--- src/rtl/id_ex_hazard_reg.sv ---
// ID/EX pipeline register with load-use hazard detection, flush and MEM-busy freeze.
// Define HAZARD_STATS_EN to build the saturating stall/bubble statistics counters.
module id_ex_hazard_reg #(
  parameter int XLEN  = 32,
  parameter int RAW   = 5,
  parameter int CNT_W = 32
) (
  input  logic            clk_i,
  input  logic            rst_i,
  input  logic            id_valid_i,
  input  logic [XLEN-1:0] id_pc_i,
  input  logic [RAW-1:0]  id_rs1_i,
  input  logic [RAW-1:0]  id_rs2_i,
  input  logic            id_uses_rs2_i,
  input  logic [RAW-1:0]  id_rd_i,
  input  logic [XLEN-1:0] id_rs1_data_i,
  input  logic [XLEN-1:0] id_rs2_data_i,
  input  logic [XLEN-1:0] id_imm_i,
  input  logic [7:0]      id_ctrl_i,
  input  logic            flush_i,
  input  logic            mem_busy_i,
  output logic            ex_valid_o,
  output logic [XLEN-1:0] ex_pc_o,
  output logic [XLEN-1:0] ex_rs1_data_o,
  output logic [XLEN-1:0] ex_rs2_data_o,
  output logic [XLEN-1:0] ex_imm_o,
  output logic [RAW-1:0]  ex_rs1_o,
  output logic [RAW-1:0]  ex_rs2_o,
  output logic [RAW-1:0]  ex_rd_o,
  output logic [7:0]      ex_ctrl_o,
  output logic            stall_o,
  output logic [CNT_W-1:0] stall_cnt_o,
  output logic [CNT_W-1:0] bubble_cnt_o
);

  localparam int MEMREAD = 6;

  logic flush_pend;
  logic flush_eff;
  logic hazard;
  logic load_bubble;

  assign hazard = ex_valid_o && ex_ctrl_o[MEMREAD] && (ex_rd_o != '0) && id_valid_i &&
                  ((ex_rd_o == id_rs1_i) || (id_uses_rs2_i && (ex_rd_o == id_rs2_i)));
  assign flush_eff   = flush_i | flush_pend;
  assign stall_o     = mem_busy_i | (hazard & ~flush_eff);
  assign load_bubble = ~mem_busy_i & (flush_eff | hazard);

  always_ff @(posedge clk_i) begin
    if (rst_i) begin
      ex_valid_o    <= 1'b0;
      ex_pc_o       <= '0;
      ex_rs1_data_o <= '0;
      ex_rs2_data_o <= '0;
      ex_imm_o      <= '0;
      ex_rs1_o      <= '0;
      ex_rs2_o      <= '0;
      ex_rd_o       <= '0;
      ex_ctrl_o     <= '0;
      flush_pend    <= 1'b0;
    end else if (mem_busy_i) begin
      // Freeze: a flush arriving now must not be lost, so remember it.
      if (flush_i) flush_pend <= 1'b1;
    end else if (load_bubble) begin
      // Bubble has rd=0 so the forwarding unit never matches it.
      ex_valid_o    <= 1'b0;
      ex_pc_o       <= '0;
      ex_rs1_data_o <= '0;
      ex_rs2_data_o <= '0;
      ex_imm_o      <= '0;
      ex_rs1_o      <= '0;
      ex_rs2_o      <= '0;
      ex_rd_o       <= '0;
      ex_ctrl_o     <= '0;
      flush_pend    <= 1'b0;
    end else begin
      ex_valid_o    <= id_valid_i;
      ex_pc_o       <= id_pc_i;
      ex_rs1_data_o <= id_rs1_data_i;
      ex_rs2_data_o <= id_rs2_data_i;
      ex_imm_o      <= id_imm_i;
      ex_rs1_o      <= id_rs1_i;
      ex_rs2_o      <= id_rs2_i;
      ex_rd_o       <= id_rd_i;
      ex_ctrl_o     <= id_ctrl_i;
    end
  end

`ifdef HAZARD_STATS_EN
  logic [CNT_W-1:0] stall_cnt;
  logic [CNT_W-1:0] bubble_cnt;

  always_ff @(posedge clk_i) begin
    if (rst_i) begin
      stall_cnt  <= '0;
      bubble_cnt <= '0;
    end else begin
      if (stall_o && (stall_cnt != '1))        stall_cnt  <= stall_cnt + 1'b1;
      if (load_bubble && (bubble_cnt != '1))   bubble_cnt <= bubble_cnt + 1'b1;
    end
  end

  assign stall_cnt_o  = stall_cnt;
  assign bubble_cnt_o = bubble_cnt;
`else
  assign stall_cnt_o  = '0;
  assign bubble_cnt_o = '0;
`endif

endmodule

--- config.mk ---
export PLATFORM = sky130hd
export DESIGN_NAME = id_ex_hazard_reg
export DESIGN_NICKNAME = d
export VERILOG_FILES = /design/src/rtl/id_ex_hazard_reg.sv
export SDC_FILE = /design/constraint.sdc
export NUM_CORES = 1
export LEC_CHECK = 0
export ABC_CLOCK_PERIOD_IN_PS = 2200
export CORE_AREA = 2 2 147 149
export DETAILED_ROUTE_END_ITERATION = 12
export DIE_AREA = 0 0 149 151
export PLACE_DENSITY = 0.69
export SETUP_SLACK_MARGIN = 0.02
export SLEW_MARGIN = 0
export SYNTH_ARGS = -nofsm -noshare
export SYNTH_HDL_FRONTEND = slang
export SYNTH_SLANG_ARGS = --single-unit
--- constraint.sdc ---
create_clock -name clk_i -period 2.2 [get_ports clk_i]
set_input_delay 0.22 -clock clk_i [delete_from_list [all_inputs] [get_ports clk_i]]
set_output_delay 0.22 -clock clk_i [all_outputs]
set_load 0.03 [all_outputs]
* Word level (Yosys, flattened, before mapping)
Index checks and enable logic that the tools add are counted.
** Operators by class
- Mux-type cells :: 12
- Bitwise logic cells :: 7
- Equality and inequality tests :: 3
- Reduce and logical (&&, ||, !) cells :: 9
** Operator list (number)
- $mux W32 :: 4
- $mux W5 :: 3
- $eq A5 B5 Y1 :: 2
- $mux W8 :: 1
- $logic_and A1 B1 Y1 :: 5
- $reduce_bool A5 Y1 :: 1
- $mux W1 :: 4
- $or A1 B1 Y1 :: 3
- $and A1 B1 Y1 :: 2
- $ne A2 B2 Y1 const B :: 1
- $not A1 Y1 :: 2
- $reduce_and A2 Y1 :: 1
- $reduce_bool A2 Y1 :: 1
- $logic_or A1 B1 Y1 :: 1
** Word-level totals
- Flip-flop bits (word level) :: 153
- Output and inout port bits :: 217
- Input port bits :: 157

* Depth between registers and ports, before layout
Gate-level depths: netlist of run 1.
- Depth after elaboration :: 8
- Depth in mapped cells :: 6
- Gate-level depth less buffers :: 4

* Worst setup path after synthesis of run 1
OpenSTA, ideal clock, no wires.
- Path kind :: register to output
- Start :: register ex_rd_o[4]
- End :: output port stall_o
- Arrival time :: 1.896 ns
- Slack :: 0.084 ns
- Path buffers :: 2
- Cell stages (with the launch flop) :: 7
- Cells stage by stage :: dfxtp_1 -> xnor2_1 -> nand3_1 -> o22ai_2 -> clkbuf_1 -> buf_2 -> a21o_1
** On the way
- Cells in the longest elaborated chain, start to end :: 6
- Elaborated cells on any way between the ends :: 10
- Those cells by class :: eq/ne (2); bitwise (2); reduce/logical (6)
** Ends and longest elaborated chain
- start, declared :: line 29 : output logic [RAW-1:0] ex_rd_o,
- start signal, assigned :: line 84 : ex_rd_o <= id_rd_i;
- $eq A5 B5 Y1 / $reduce_bool A5 Y1 (equally long branches) :: line 44, 43
- $logic_and A1 B1 Y1, on equally long branches :: line 44, 43
- $logic_or A1 B1 Y1 / $logic_and A1 B1 Y1 (equally long branches) :: line 44, 43
- $logic_and A1 B1 Y1 (*) :: line 43 : assign hazard = ex_valid_o && ex_ctrl_o[MEMREAD] && (ex_rd_o != '0) && id_valid_i &&
- $and A1 B1 Y1 (*) :: line 46 : assign stall_o = mem_busy_i | (hazard & ~flush_eff);
- $or A1 B1 Y1 (*) :: line 46
- end, declared :: line 31 : output logic stall_o,
Mark *: on every way between the ends. The rest lies on a longest branch, timed or not.

* Worst setup path after layout of run 1
- Start :: register ex_rd_o[0]
- End :: output port stall_o
Same word-level chain as after synthesis.

==> summary.md, run 1 <==
| Metric | Value |
|---|---|
| Outcome | finished clean |
| Vias per std cell | 5.09 |
| Most frequent cells in the layout | clkdlybuf4s50_1, nand2_1, a32oi_1, dfxtp_1, o21ai_0 |
| Sequential share of the synthesized area | 0.454 |
| Vias in the first global route | 6102 |
| Net Switching | 0.00242 W |
| Vias after detailed routing | 6814 |
| Routed Wire Length | 21700 microns |
| Core area | 20800 sq um |
| Pwr Total | 0.00765 W |
| DIE AREA | between 20000 and 25000 sq um |
| Clock latency on the worst-skew pair | between 400 and 500 ps |
| Flop2flop setup slack | 310 ps |
| Synthesized cell area | 6750 sq um |
| Critical path type | flop to output port |
| CP delay by family, top | buffers and inverters |
| Max Slew Vio Count | 0 |
| Pwr dens | 725 nW/um^2 |
| Cell variety after synth | 23 |
| Avg Cell Area, Syn | a little under 9 sq um |
| Final Cycle Share | 0.965 |
| Power Internal | 0.00523 W |
| Final core utilization | 0.507 |
| Reg-to-reg endpoint | ex_rs2_o[0] |
| Global route hottest layer | met2 |
| CTS Buffer Depth | 2 |
| Ports | roughly 370 |
| Setup TNS Final | 0 ps |
| Std-Cell Rows | 53 |
| Clk slew on worst S/H paths | 70 ps |
| Layout fillers | 1954 |
| First-pass GRT wire length | 33100 microns |
| Critical path endpoint | stall_o |
| Clock Power Share | 0.368 |
| Post-route DRC | 0 |
| Most common cell after layout, fill and taps aside | clkdlybuf4s50_1 |
| Clock sink total | 153 |
| DRT antenna net count | 0 |
| Crit path buf inv count | 3 |
| CP startpoint | ex_rd_o[0] |
| Global Route Usage Sum | 0.181 |
| Worst Skew | between 10 and 15 ps |
| CP Depth | 7 |
| Fin nets | roughly 1200 |
| Root buffer cell | clkbuf_16 |
| Critical Path Start Type | flop |
| Num CTS Buffers | 17 |
| Met1 Use GR | 0.228 |
| Final setup viols | 0 |
| Worst path arrival time | 1900 ps |
| Antenna cells | 0 |
| DRT Pass-1 Iters | 4 |
| Crit. End Element | output port |
| Syn-to-layout area delta | 56.4% |
| Cells after synthesis | 779 |
| Routed WL per cell | around 16 microns |
| Max_cap viols | 0 |
| DP Wirelength | 14600 microns |
| DR iter-0 viols | 436 |
| Grt total ovfl | 0 |
| Met3 Track Usage GR | 0.0509 |
| Part of the power in registers | 0.403 |
| GR met2 Demand/Resource | 0.300 |
| IO buf count | around 310 |
| Yosys warns | 0 |
| Largest net degree at the start of global routing | 85 |
| Die width | 149 microns |
| Slack of the critical path | approximately 76 ps |
| Worst reg2reg path startpoint | ex_rd_o[0] |
| Clock tree from TritonCTS | built |
| CP cell instances | buf_4, xnor2_1, nand3_2, o22ai_4, buf_6, a21o_1, buf_12 |
| Sw Ratio | 0.316 |
| FMAX | 0.471 GHz |
| Worst slack at placement | 226 ps |
| Logic pwr share | 0.229 |
| Die Y | 151 microns |
| Slowest stage delay, CP | 310 ps |
| LEAKAGE | between 3 and 4 nW |
| H-tree depth | 4 |
| Min cycle time layout | 2120 ps |
| # hold bufs at CTS | 0 |
| Layout cells sized above 1 | 0.0630 |
| Worst endpoint required time | between 1500 and 2000 ps |
| Initial antenna violation count | 0 |
| Gpl congestion | around 0.85 |
| Final hold vios | 0 |
| Worst-path maximum fanout | 6 |
| Max VDD drop | 599 uV |
| Hold Startpoint | id_rs1_data_i[12] |
| Critical-path top delay cell | dfxtp_1 |
| #FFs+latches synth | 153 |
| Worst Reg-to-Reg Cells | 6 |
| Initial core utilization | 0.324 |
| Hold Path Class | primary input to flop |
| RSZ-0062 raised after global routing | no |
kinds of logic after synthesis:
kind of cell,count (synthesis),share of synthesized area
flip-flops,153,0.454
AND/OR/NAND/NOR,161,0.0929
other,1,0.000556
buffers and inverters,146,0.124
XOR/XNOR,10,0.0130
AO/OA/AOI/OAI,308,0.315
sequential cells by signal (all words and copies together), names as in the netlist:
name and flops:
flush_pend 1, ex_rs2_data_o 32, ex_valid_o 1, ex_rs2_o 5, ex_rd_o 5, ex_imm_o 32, ex_pc_o 32, ex_rs1_o 5
ex_rs1_data_o 32, ex_ctrl_o 8
Yosys cell counts:
cell,count,share of area
o21ai_0,83,0.062
nor3_1,1,0.00074
clkbuf_1,56,0.031
nor4_2,1,0.0019
conb_1,1,0.00056
a21o_1,1,0.0011
nand2_1,154,0.086
o22ai_2,1,0.0019
buf_6,1,0.0017
a32oi_1,152,0.20
buf_1,5,0.0028
xnor2_1,10,0.013
o21a_1,1,0.0011
buf_4,71,0.079
buf_2,13,0.0096
o21ai_2,1,0.0013
or4_1,1,0.0011
and3_1,1,0.00093
nor2b_1,1,0.00093
nand4_1,1,0.00093
o21ai_1,69,0.051
nand3_1,1,0.00074
dfxtp_1,153,0.45
per-layer routing:
| layer | share of wire | up-vias |
|---|---|---|
| li1 | - | 3330 |
| met1 | 0.41 | 3195 |
| met2 | 0.49 | 262 |
| met3 | 0.076 | 27 |
| met4 | 0.022 | 0 |
| met5 | 0 | - |
worst reg2reg max path: stages (launching register included):
cell	delay, ps
dfxtp_1	310
or4_1	560
o21ai_4	170
buf_4	220
buf_12	290
a32oi_1	180
o21ai_0	100
worst min path at each step:
stage	end	cells after the start
5_1_grt	ex_rs2_data_o[3]	3
4_1_cts	ex_rs1_data_o[12]	3
6_report	ex_rs1_data_o[12]	3
3_3_place_gp	ex_pc_o[18]	2
2_1_floorplan	flush_pend	1
3_5_place_dp	ex_pc_o[29]	2
final cells by class:
class	instances	area (sq um)	share of cell area
Clock inverter	15	133	0.0126
Sequential cell	153	3060	0.290
Clock buffer	17	425	0.0403
Timing Repair Buffer	336	3460	0.328
Multi-Input combinational cell	543	3130	0.296
Tap cell	275	344	0.0326
through the flow:
| stage | hold slack (ps) | instance area, sq um | std cells |
|---|---|---|---|
| 3_3_place_gp | 447 | 9970 | 1306 |
| 4_1_cts | 353 | 10500 | 1339 |
| 3_5_place_dp | 454 | 9970 | 1306 |
| 5_1_grt | 368 | 10600 | 1339 |
| 6_report | 375 | 10600 | 1339 |
| 2_1_floorplan | 330 | 6980 | 842 |
power by group through the flow:
| stage | clock network (W) | registers [W] | logic (W) |
|---|---|---|---|
| 2_1_floorplan | 0 | 0.00353 | 0.000571 |
| 3_3_place_gp | 0 | 0.00314 | 0.00174 |
| 3_5_place_dp | 0 | 0.00314 | 0.00175 |
| 4_1_cts | 0.00290 | 0.00308 | 0.00175 |
| 5_1_grt | 0.00303 | 0.00311 | 0.00186 |
| 6_report | 0.00282 | 0.00308 | 0.00175 |
timing repair:
item	4_1_cts	5_1_grt
setup buffers	1	0
setup endpoints to repair	1	1
resized for setup	1	3
pin swaps	1	1
(Power assumes the default switching activity.)
==> run 2: changes to the inputs <==
Settings changed: TNS_END_PERCENT set to 100.
==> results of run 2 <==
Same layout as run 1: the final DEF is identical, and so are final timing and power.
